**config.mk**
```make
export PLATFORM = sky130hd
export DESIGN_NAME = cnn_param_loader
export DESIGN_NICKNAME = d
export VERILOG_FILES = /design/src/rtl/cnn_param_loader.sv
export SDC_FILE = /design/constraint.sdc
export NUM_CORES = 1
export LEC_CHECK = 0
export ABC_AREA = 1
export BUFFER_PORTS_ARGS = -buffer_cell sky130_fd_sc_hd__clkbuf_2
export CAP_MARGIN = 20
export CELL_PAD_IN_SITES_DETAIL_PLACEMENT = 0
export CELL_PAD_IN_SITES_GLOBAL_PLACEMENT = 1
export CORE_MARGIN = 2
export CORE_UTILIZATION = 25
export DETAILED_ROUTE_END_ITERATION = 6
export PLACE_DENSITY = 0.56
export SETUP_SLACK_MARGIN = 0.05
export SYNTH_ARGS = -nofsm -noshare
export SYNTH_HDL_FRONTEND = slang
export SYNTH_SLANG_ARGS = --single-unit
```
**constraint.sdc**
```tcl
create_clock -name clk -period 11.14 [get_ports clk]
set_input_delay 3.342 -clock clk [delete_from_list [all_inputs] [get_ports clk]]
set_output_delay 3.342 -clock clk [all_outputs]
set_load 0.01 [all_outputs]
```
**src/rtl/cnn_param_loader.sv**
```systemverilog
// cnn_param_loader: writes the CNN parameter header into byte RAM, then streams parameter words into it byte by byte
module cnn_param_loader #(
  parameter int MAX_LAYERS = 10,
  parameter int ADDR_W = 16,
  parameter int WORD_W = 16,
  parameter logic [ADDR_W-1:0] BASE_ADDR = '0
) (
  input  logic                          clk,
  input  logic                          RST,
  input  logic                          cfg_we,
  input  logic                          cfg_dense,
  input  logic [$clog2(MAX_LAYERS)-1:0] cfg_idx,
  input  logic [7:0]                    cfg_data,
  input  logic [7:0]                    num_layers,
  input  logic [7:0]                    filter_size,
  input  logic                          start,
  input  logic                          in_valid,
  input  logic [WORD_W-1:0]             in_data,
  input  logic                          in_last,
  output logic                          in_ready,
  output logic [ADDR_W-1:0]             ram_addr,
  output logic [7:0]                    ram_wdata,
  output logic                          ram_we,
  output logic                          busy,
  output logic                          done,
  output logic                          error,
  output logic [ADDR_W-1:0]             filter_offset,
  output logic [ADDR_W-1:0]             dense_offset
);
  localparam int IW = $clog2(MAX_LAYERS);
  localparam int BYTES = WORD_W / 8;
  localparam int AW8 = ADDR_W + 8;
  localparam int XW = ADDR_W + 24;
  localparam logic [7:0] BLAST = 8'(BYTES - 1);
  localparam logic [XW-1:0] AMAX = XW'({ADDR_W{1'b1}});
  localparam logic [ADDR_W:0] PLIM = {1'b0, {ADDR_W{1'b1}}} - (ADDR_W+1)'(BYTES - 1);

  typedef enum logic [2:0] {IDLE, CALC, HDR, STREAM, DONE} st_t;

  st_t               st_q;
  logic [7:0]        ftab_q [MAX_LAYERS];
  logic [7:0]        dtab_q [MAX_LAYERS];
  logic [7:0]        l_q, k_q, cnt_q, bcnt_q, hb, hlen;
  logic [AW8-1:0]    acc_q, acc_d;
  logic [XW-1:0]     foff_x, doff_x;
  logic [ADDR_W:0]   ptr_q;
  logic [WORD_W-1:0] sh_q;
  logic [ADDR_W-1:0] foff_q, doff_q, ram_addr_q;
  logic [7:0]        ram_wdata_q;
  logic [15:0]       kk, fx, dx;
  logic              pend_q, last_q, ram_we_q, done_q, error_q, ovf, word_end;

  // Offset arithmetic, header byte selection and stream handshake
  always_comb begin
    kk = 16'(k_q) * 16'(k_q);
    acc_d = acc_q + AW8'(ftab_q[cnt_q[IW-1:0]]) * (AW8'(kk) + AW8'(1));
    foff_x = XW'({l_q, 1'b0}) + XW'(5);
    doff_x = foff_x + XW'(BYTES) * XW'(acc_d);
    hlen = {l_q[6:0], 1'b0} + 8'd5;
    fx = 16'(foff_q);
    dx = 16'(doff_q);
    hb = cnt_q == 8'd0 ? k_q :
         cnt_q == 8'd1 ? l_q :
         cnt_q == 8'd2 ? fx[15:8] :
         cnt_q == 8'd3 ? fx[7:0] :
         cnt_q == 8'd4 ? dx[15:8] :
         cnt_q == 8'd5 ? dx[7:0] :
         cnt_q < 8'd6 + l_q ? ftab_q[IW'(cnt_q - 8'd6)] : dtab_q[IW'(cnt_q - 8'd6 - l_q)];
    word_end = pend_q && bcnt_q == BLAST;
    ovf = ptr_q > PLIM;
    in_ready = st_q == STREAM && (!pend_q || (word_end && !last_q)) && !ovf;
  end

  // Per-layer count tables, writable only while idle
  always_ff @(posedge clk or posedge RST) begin
    if (RST) begin
      for (int i = 0; i < MAX_LAYERS; i++) begin
        ftab_q[i] <= '0;
        dtab_q[i] <= '0;
      end
    end else if (cfg_we && st_q == IDLE && 32'(cfg_idx) < 32'(MAX_LAYERS)) begin
      if (cfg_dense) dtab_q[cfg_idx] <= cfg_data;
      else ftab_q[cfg_idx] <= cfg_data;
    end
  end

  // Load sequencer: offset calculation, header write, byte-serial stream write
  always_ff @(posedge clk or posedge RST) begin
    if (RST) begin
      st_q <= IDLE;
      l_q <= '0;
      k_q <= '0;
      cnt_q <= '0;
      bcnt_q <= '0;
      acc_q <= '0;
      ptr_q <= '0;
      sh_q <= '0;
      pend_q <= 1'b0;
      last_q <= 1'b0;
      foff_q <= '0;
      doff_q <= '0;
      ram_addr_q <= '0;
      ram_wdata_q <= '0;
      ram_we_q <= 1'b0;
      done_q <= 1'b0;
      error_q <= 1'b0;
    end else begin
      done_q <= 1'b0;
      case (st_q)
        IDLE: if (start) begin
          l_q <= num_layers;
          k_q <= filter_size;
          acc_q <= '0;
          cnt_q <= '0;
          foff_q <= '0;
          doff_q <= '0;
          error_q <= 1'b0;
          if (num_layers == 8'd0 || 32'(num_layers) > 32'(MAX_LAYERS)) begin
            error_q <= 1'b1;
            done_q <= 1'b1;
            st_q <= DONE;
          end else st_q <= CALC;
        end
        CALC: begin
          acc_q <= acc_d;
          cnt_q <= cnt_q + 8'd1;
          if (cnt_q == l_q - 8'd1) begin
            foff_q <= foff_x[ADDR_W-1:0];
            doff_q <= doff_x[ADDR_W-1:0];
            if (XW'(BASE_ADDR) + doff_x > AMAX) begin
              error_q <= 1'b1;
              done_q <= 1'b1;
              st_q <= DONE;
            end else begin
              ram_we_q <= 1'b1;
              ram_addr_q <= BASE_ADDR;
              ram_wdata_q <= k_q;
              cnt_q <= 8'd1;
              st_q <= HDR;
            end
          end
        end
        HDR: if (cnt_q == hlen) begin
          ram_we_q <= 1'b0;
          ptr_q <= {1'b0, BASE_ADDR} + {1'b0, foff_q};
          pend_q <= 1'b0;
          st_q <= STREAM;
        end else begin
          ram_we_q <= 1'b1;
          ram_addr_q <= BASE_ADDR + ADDR_W'(cnt_q);
          ram_wdata_q <= hb;
          cnt_q <= cnt_q + 8'd1;
        end
        STREAM: if (word_end && last_q) begin
          ram_we_q <= 1'b0;
          pend_q <= 1'b0;
          done_q <= 1'b1;
          st_q <= DONE;
        end else if (in_valid && (!pend_q || word_end) && ovf) begin
          ram_we_q <= 1'b0;
          pend_q <= 1'b0;
          error_q <= 1'b1;
          done_q <= 1'b1;
          st_q <= DONE;
        end else if (in_valid && in_ready) begin
          ram_we_q <= 1'b1;
          ram_addr_q <= ptr_q[ADDR_W-1:0];
          ram_wdata_q <= in_data[WORD_W-1 -: 8];
          sh_q <= in_data << 8;
          ptr_q <= ptr_q + 1'b1;
          bcnt_q <= '0;
          pend_q <= 1'b1;
          last_q <= in_last;
        end else if (pend_q && !word_end) begin
          ram_we_q <= 1'b1;
          ram_addr_q <= ptr_q[ADDR_W-1:0];
          ram_wdata_q <= sh_q[WORD_W-1 -: 8];
          sh_q <= sh_q << 8;
          ptr_q <= ptr_q + 1'b1;
          bcnt_q <= bcnt_q + 8'd1;
        end else begin
          ram_we_q <= 1'b0;
          pend_q <= 1'b0;
        end
        DONE: begin
          ram_we_q <= 1'b0;
          st_q <= IDLE;
        end
        default: st_q <= IDLE;
      endcase
    end
  end

  assign ram_addr = ram_addr_q;
  assign ram_wdata = ram_wdata_q;
  assign ram_we = ram_we_q;
  assign busy = st_q != IDLE;
  assign done = done_q;
  assign error = error_q;
  assign filter_offset = foff_q;
  assign dense_offset = doff_q;
endmodule
```
## Yosys cells after proc, flatten, opt, wreduce, memory -nomap -nowiden

Index checks and enable logic that the tools add are counted.

- Bits in registers: 313
- Word-level logic and storage cells: 229

- Add/subtract/negate cells: 12
- Multiply operators: 2
- Order comparisons: 10
- Equal/unequal tests: 24
- Mux-type cells: 93
- Bitwise gates (word level): 7
- Reduce and logical (&&, ||, !) cells: 44

Operators with widths:

| operator | count |
|---|---|
| 2-to-1 mux 8 bit | 27 |
| 2-to-1 mux 16 bit | 12 |
| bitwise mux 80 bit | 2 |
| binary-select mux 8 bit (select 4 bit) | 3 |
| 2-to-1 mux 17 bit | 5 |
| case mux 16 bit (2 select lines) | 2 |
| case mux 16 bit (3 select lines) | 1 |
| case mux 24 bit (2 select lines) | 1 |
| case mux 8 bit (3 select lines) | 2 |
| case mux 17 bit (2 select lines) | 1 |
| demux 8 bit (select 4 bit) | 1 |
| adder 10 x 25 -> 26 bit | 1 |
| greater-than comparator 26 x 16 -> 1 bit, second input constant | 1 |
| adder 24 bit | 1 |
| multiplier 8 x 17 -> 24 bit | 1 |
| 2-to-1 mux 24 bit | 1 |
| 2-to-1 mux 1 bit | 23 |
| 2-to-1 mux 3 bit | 7 |
| >= comparator 5 bit, second input constant | 4 |
| inverter 4 -> 5 bit | 4 |
| adder 16 x 1 -> 17 bit, second input constant | 1 |
| adder 17 x 1 -> 17 bit, second input constant | 1 |
| greater-than comparator 17 x 16 -> 1 bit, second input constant | 1 |
| adder 8 x 1 -> 8 bit, second input constant | 2 |
| other kinds (41) | 87 |

## Logic depth before layout (Yosys ltp)

Gate-level depths: netlist of run 1.

- Word-level depth: 15
- Mapped depth: 55
- Gate-level depth less buffers: 52

## Worst setup path before layout of run 1

OpenSTA, ideal clock, no wires.

- Kind: flip-flop to flip-flop
- Start: reg k_q[0]
- End: reg ram_addr_q[13], in the netlist ram_addr[13]
- Setup time: 0.117 ns
- Arrival time: 8.799 ns
- Path slack: 2.224 ns
- Stages on the path, launching flop included: 49
- Path buffers: 3
- Clock period less this slack: 8.916 ns
- Path through: dfrtp_1 > clkbuf_1 > clkbuf_1 > nand2_1 > fa_1 > inv_1 > fa_1 > ha_1 > inv_1 > fa_1 > inv_1 > ha_1 > a21o_1 > a31o_2 > xor2_1 > inv_1 > nand2_1 > fa_1 > [... 13 more ...] > nand2_1 > nor2_1 > nor2_1 > nor2_2 > nand2_2 > nor2_2 > nand2_1 > nand2_1 > nand2_1 > nor2_1 > nand2_1 > nor2_4 > nand4_2 > nand2_4 > nand2_4 > buf_6 > nand2_1 > nand2_1

- Word-level cells in the longest chain between the ends: 8

Ends and longest elaborated chain:

| item | line | RTL |
|---|---|---|
| start, declared | 43 | `logic [7:0] l_q, k_q, cnt_q, bcnt_q, hb, hlen;` |
| start signal, assigned | 112 | `k_q <= filter_size;` |
| multiplier 8 x 8 -> 16 bit | 55 | `kk = 16'(k_q) * 16'(k_q);` |
| adder 16 x 1 -> 17 bit | 56 | `acc_d = acc_q + AW8'(ftab_q[cnt_q[IW-1:0]]) * (AW8'(kk) + AW8'(1));` |
| multiplier 8 x 17 -> 24 bit | 56 |  |
| adder 24 bit | 56 |  |
| adder 10 x 25 -> 26 bit | 58 | `doff_x = foff_x + XW'(BYTES) * XW'(acc_d);` |
| greater-than comparator 26 x 16 -> 1 bit | 130 | `if (XW'(BASE_ADDR) + doff_x > AMAX) begin` |
| != test 2 bit (no line) | - |  |
| AND reduction 7 bit (no line) | - |  |
| end signal, assigned | 150 | `ram_addr_q <= BASE_ADDR + ADDR_W'(cnt_q);` |
| end signal, assigned | 167 | `ram_addr_q <= ptr_q[ADDR_W-1:0];` |
| end signal, assigned | 176 | `ram_addr_q <= ptr_q[ADDR_W-1:0];` |
| end, declared | 48 | `logic [ADDR_W-1:0] foff_q, doff_q, ram_addr_q;` |

No other way between the ends.
A chain may end at the register's enable or synchronous reset.

## Worst setup path after layout of run 1

- Start: reg k_q[4]
- End: reg ram_addr_q[8], in the netlist ram_addr[8]

Same word-level chain as after synthesis.

==> results of run 1 <==
final cells by class:
type,instances,area [um2],share of cell area [%]
Tap cell,1176,1470,5.69
Timing Repair Buffer,129,722,2.79
Clock inverter,9,135,0.522
Multi-Input combinational cell,2147,13200,50.9
Inverter,451,1700,6.56
Clock buffer,62,1210,4.70
Sequential cell,298,7460,28.8
worst max-delay path, delay by kind of cell, from the launching register on:
kind                       cells  cell delay [ns]
buffers and inverters          5             0.41
adders and majority gates     11             4.48
and+or+nand+nor               25             3.30
xor gates and xnor gates       2             0.97
AOI/OAI and AO/OA              2             0.37
DFF                            1             0.57
metrics by stage:
| step | hold WS [ns] | util, % | area [um2] |
|---|---|---|---|
| after floorplan | 0.445 | - | 22900 |
| after global placement | 0.459 | 27.1 | 24500 |
| after detailed placement | 0.465 | 27.1 | 24500 |
| after CTS | 0.477 | 28.6 | 25800 |
| after global routing | 0.495 | 28.6 | 25900 |
| final | 0.472 | 28.6 | 25900 |
logic make-up (layout without fill, tap and decap cells):
logic type      after synthesis  in the layout  share of synthesized area, %
compound gates              537            537                          12.6
other cells                   2              8                        0.0329
simple gates               1266           1266                          23.2
flops                       298            298                          32.7
fa+ha+maj                   241            241                          17.8
xor+xnor                     75             75                          2.94
mux                          20             20                         0.893
buf+inv                     581            651                          9.87
registers in the layout, indices dropped and copies added (netlist names):
name	count
done	1
last_q	1
sh_q	8
ptr_q	17
acc_q	24
st_q	3
l_q	8
ram_wdata	8
ram_addr	16
bcnt_q	8
ftab_q	80
error	1
pend_q	1
dtab_q	80
cnt_q	8
filter_offset	9
k_q	8
ram_we	1
dense_offset	16
metal layers:
metal / global-route usage, % / share of wire, % / vias up
li1: - / - / 9651
met4: 3.83 / 2.1 / 0
met5: 0 / 0 / -
met2: 27.8 / 46 / 331
met1: 23.7 / 47 / 9441
met3: 3.08 / 4.9 / 79
synth_stat cells, types with 4 or more instances:
cell type | number | area, um2
inv_1 | 430 | 1610
a21oi_1 | 140 | 701
nor2_4 | 4 | 45.0
or2_2 | 19 | 119
ha_1 | 102 | 1280
nor4_1 | 9 | 56.3
dfrtp_1 | 298 | 7460
buf_1 | 7 | 26.3
buf_2 | 13 | 65.1
fa_1 | 139 | 2780
nor2_1 | 185 | 694
o31ai_1 | 4 | 30.0
nand2_2 | 9 | 56.3
clkinv_1 | 5 | 18.8
o21ai_1 | 6 | 30.0
o22ai_1 | 28 | 175
o21ai_0 | 306 | 1530
xnor2_1 | 18 | 158
nand3_1 | 152 | 761
nor2_2 | 8 | 50.1
o21bai_1 | 4 | 30.0
nand2_1 | 813 | 3050
xor2_1 | 55 | 482
o211ai_1 | 15 | 113
buf_4 | 11 | 82.6
a31oi_1 | 4 | 25.0
inv_2 | 16 | 60.1
nand4_1 | 18 | 113
clkbuf_1 | 97 | 364
mux2i_1 | 17 | 170
nand3b_1 | 7 | 52.6
a211oi_1 | 5 | 37.5
nor3_1 | 27 | 135
power by group through the flow:
stage	Sequential, mW	Combinational [mW]	Clock, mW
2_1_floorplan	1.13	0.143	0
3_3_place_gp	1.13	0.224	0
3_5_place_dp	1.13	0.224	0
4_1_cts	1.11	0.225	1.39
5_1_grt	1.11	0.249	1.42
6_report	1.11	0.218	1.35
worst max path at each step:
| stage | slack (ns) | endpoint | cells after the start | start |
|---|---|---|---|---|
| after floorplan | 2.22 | ram_addr[13] | 48 | k_q[0] |
| after detailed placement | 0.82 | ram_addr[2] | 45 | k_q[4] |
| after global routing | 0.09 | ram_addr[6] | 45 | k_q[4] |
| final | 0.89 | ram_addr[8] | 45 | k_q[4] |
| after CTS | 0.77 | ram_addr[6] | 45 | k_q[4] |
| after global placement | 0.81 | ram_wdata[0] | 45 | k_q[4] |
==> results_dict.tcl, run 1 <==
set metrics [dict create \
    overflow 0 \
    grt_usage_pct 17.1 \
    ctsHtreeMaxLevel 2 \
    tightest_slew_ns 1.06 \
    mostFrequentLayoutCells "nand2_1, inv_1, o21ai_0" \
    async_flop_share_pct 100 \
    r2r_start "k_q[4]" \
    hold_viol 0 \
    cts_made_buffers 41 \
    layout_setup_ws_ns 0.893 \
    drv_slew 0 \
    ir_drop_mv 0.103 \
    area_delta_synth_final_pct 13.3 \
    hold_path_depth 2 \
    p_comb_share_pct 8.1 \
    fin_cells 4272 \
    clkTransAtPathRegs_ns 0.05 \
    postCtsHoldBufs 0 \
    synth_edf_count 0 \
    status "completed" \
    pwr-share-seq_pct 41.6 \
    leakagePower_nw 12.8 \
    fin_tns_setup_ns 0 \
    cts_tree "yes" \
    synth-seq-area-share_pct 32.7 \
    reg2reg_depth 45 \
    p_int_mw 1.96 \
    wirelength_mm 79.2 \
    dieArea_um2 93700 \
    power_mw 2.68 \
    required_ns 11.62 \
    core_area_um2 90300 \
    grt_max_degree 157 \
    switching_share_pct 26.8 \
    arrival_ns 10.72 \
    layout-drive-gt1-share_pct 8.85 \
    post-place-cells 4199 \
    place.gp.congestion 0.814 \
    drv_cap 0 \
    first_global_vias 20200 \
    start_util_pct 25.3 \
    rsz0062_at_grt "false" \
    period_share_pct 92.0 \
    clkLatencyLatePin_ns 0.59 \
    post_cts_buffers 0 \
    ys.flop_type "dfrtp_1" \
    slew_headroom_pct 29.5 \
    reg2reg_setup_slack_ns 0.89 \
    dp_hpwl_mm 60.3 \
    fillers 9989 \
    fin_crit_ns 10.25 \
    netlist_instances 3020 \
    path_common_cell "nand2_1" \
    fp-row-count 110 \
    clockBufferDepth 3 \
    fmax_mhz 97.6 \
    diodes 0 \
    critPathLaunchType "flip-flop" \
    numPortBuffers 105 \
    cts.sinks 298 \
    grt_pass1_wl_mm 124 \
    worstHoldEndpoint "ram_addr[1]" \
    yosysWarnings 0 \
    die_height_um 306 \
    drc 0 \
    endpoint_kind "flip-flop" \
    p_per_area_nw_per_um2 103 \
    min_path_type "flip-flop to flip-flop" \
    postRouteAntennaNets 0 \
    netlist_area_um2 22800 \
    wl_per_cell_um 18.5 \
    cpMaxStageDelayCell "xor2_1" \
    worstSetupPathType "flip-flop to flip-flop" \
    rr_endpoint "ram_addr[8]" \
    path_max_fanout 26 \
    antenna_found_initial 0 \
    cts-root-buf "clkbuf_16" \
    clockPowerShare_pct 50.3 \
    drt-pass1-iter-count 6 \
    vias 19500 \
    avgSynthCellArea_um2 7.56 \
    nets 3360 \
    worstHoldStart "ram_addr[1]" \
    final_common_cell "nand2_1" \
    synth_cell_types 58 \
    clock_skew_ns 0.0511 \
    cpPeakStageDelay_ns 0.68 \
    ys_ff_latch 298 \
    cts_resized 0 \
    die_x_um 306 \
    netSwitchingPower_uw 718 \
    num_io_pins 112 \
    vias_per_cell 4.57 \
    place_worst_setup_slack_ns 0.818 \
    setup_violations 0 \
    drtIter0Drc 1211 \
]
(Power assumes the default switching activity.)
==> inputs of run 2 (changes only) <==
--- a/config.mk
+++ b/config.mk
@@ -11,9 +11,10 @@
 export CELL_PAD_IN_SITES_DETAIL_PLACEMENT = 0
 export CELL_PAD_IN_SITES_GLOBAL_PLACEMENT = 1
 export CORE_MARGIN = 2
-export CORE_UTILIZATION = 25
+export CORE_UTILIZATION = 30
+export CTS_BUF_LIST = sky130_fd_sc_hd__clkbuf_16
 export DETAILED_ROUTE_END_ITERATION = 6
-export PLACE_DENSITY = 0.56
+export PLACE_DENSITY = 0.63
 export SETUP_SLACK_MARGIN = 0.05
 export SYNTH_ARGS = -nofsm -noshare
 export SYNTH_HDL_FRONTEND = slang
==> run 2 against run 1 <==
Critical endpoint is now ram_wdata[2]. Core utilization increased by 5.0 points. Highest routed layer unchanged. Die area is 16% lower. The run now ends with design-rule violations left. Hold slack is essentially flat. Non-clock buffer count decreased by 4. Clock skew shrank 0.021 ns.
==> results_dict.tcl, run 2 (same netlist as run 1, synthesis figures left out) <==
set metrics [dict create \
    crit_family "adder cells" \
    wl_per_cell_um 18.3 \
    nets 3354 \
    drv_slew 0 \
    arrival_ns 10.57 \
    cts_made_buffers 39 \
    clkTransAtPathRegs_ns 0.06 \
    p_per_area_nw_per_um2 99.9 \
    fmax_mhz 98.9 \
    drv_cap 0 \
    layout-drive-gt1-share_pct 8.42 \
    fin_crit_ns 10.11 \
    hold_viol 0 \
    wirelength_mm 74.5 \
    fp-row-count 101 \
    crit_buf_inv 5 \
    min_path_type "flip-flop to flip-flop" \
    grt_usage_pct 19.4 \
    clockBufferDepth 3 \
    die_height_um 280 \
    leakagePower_nw 12.8 \
    dieArea_um2 78300 \
    rr_endpoint "ram_wdata[2]" \
    place.gp.congestion 0.839 \
    first_global_vias 19700 \
    cpMaxStageDelayCell "dfrtp_1" \
    cp.depth 45 \
    vias 19500 \
    mostFrequentLayoutCells "nand2_1, inv_1, o21ai_0" \
    drtIter0Drc 1210 \
    post_cts_buffers 0 \
    period_share_pct 90.7 \
    slew_headroom_pct 27.9 \
    critPathLaunchType "flip-flop" \
    post-place-cells 3998 \
    cts-root-buf "clkbuf_16" \
    cts.sinks 298 \
    die_x_um 280 \
    endpoint_kind "flip-flop" \
    rsz0062_at_grt "false" \
    cts_tree "yes" \
    start_util_pct 30.2 \
    ctsHtreeMaxLevel 2 \
    postCtsHoldBufs 0 \
    grt_max_degree 73 \
    overflow 0 \
    drt-pass1-iter-count 7 \
    post-route-util_pct 33.6 \
    startpoint "k_q[4]" \
    grt_pass1_wl_mm 118 \
    antenna_found_initial 0 \
    setup_violations 0 \
    vias_per_cell 4.80 \
    drc 1 \
    fin_cells 4067 \
    clock_skew_ns 0.0305 \
    path_common_cell "nand2_1" \
    fillers 8217 \
    path_max_fanout 26 \
    final_common_cell "nand2_1" \
    postRouteAntennaNets 0 \
    ir_drop_mv 0.0952 \
    r2r_start "k_q[4]" \
    numPortBuffers 105 \
    fin_tns_setup_ns 0 \
    cpPeakStageDelay_ns 0.57 \
    top_regs "dtab_q: 80 flops, ftab_q: 80 flops, acc_q: 24 flops" \
    required_ns 11.60 \
    violations "design-rule violations" \
    clkLatencyLatePin_ns 0.58 \
    tightest_slew_ns 1.08 \
    cts_resized 0 \
    reg2reg_depth 45 \
    crit_end "ram_wdata[2]" \
    num_io_pins 112 \
    worstSetupPathType "flip-flop to flip-flop" \
    dp_hpwl_mm 57.0 \
    area_delta_synth_final_pct 11.4 \
    status "complete, but fails checks" \
    reg2reg_setup_slack_ns 1.03 \
    core_area_um2 75600 \
]
-- run 2: worst min-delay path by stage --
stage | to | slack, ns | start | depth (start not counted)
after detailed placement | ram_addr[9] | 0.46 | ram_addr[9] | 2
after CTS | ram_addr[7] | 0.48 | ram_addr[7] | 2
after global placement | dtab_q[9] | 0.46 | dtab_q[9] | 2
final | ram_addr[9] | 0.47 | ram_addr[9] | 2
after global routing | ftab_q[21] | 0.49 | ftab_q[21] | 2
after floorplan | ftab_q[27] | 0.45 | ftab_q[27] | 2
-- run 2: cell type report --
class                      instances  area [um2]  share of cell area [%]
inverter                         451        1700                    6.67
antenna                            1        2.50                 0.00984
multi-input combinational       2147       13200                    51.7
clock buffer                      39         976                    3.84
clock inverter                    28         238                   0.935
tap                              978        1220                    4.81
timing repair buffer             125         679                    2.67
sequential                       298        7460                    29.3
-- run 2: metrics by stage --
step	power [mW]	setup WS (ns)	hold slack [ns]	instance area, um2
after global placement	1.35	1.00	0.459	24200
after floorplan	1.28	2.22	0.445	22900
after CTS	2.58	0.934	0.476	25400
after detailed placement	1.35	0.966	0.463	24200
final	2.54	1.03	0.472	25400
after global routing	2.65	0.156	0.492	25400
-- run 2: per-layer routing --
metal / track usage [%] / vias up / part of all wire [%]
met2: 31.5 / 399 / 46
met4: 4.44 / 0 / 2.0
met3: 4.10 / 73 / 5.8
li1: - / 9637 / -
met1: 26.4 / 9409 / 46
met5: 0 / - / 0
-- run 2: report_power, final --
part	switching (mW)	total (mW)	leakage [nW]	internal [mW]
logic	0.156	0.215	8.40	0.0586
clock network	0.506	1.21	0.614	0.707
registers	0.0113	1.11	3.76	1.10
total	0.673	2.54	12.8	1.87
-- run 2: worst min-delay path: stages (launching register included) --
cell	delay, ns
dfrtp_1	0.34
nand2_1	0.05
nand2_1	0.04
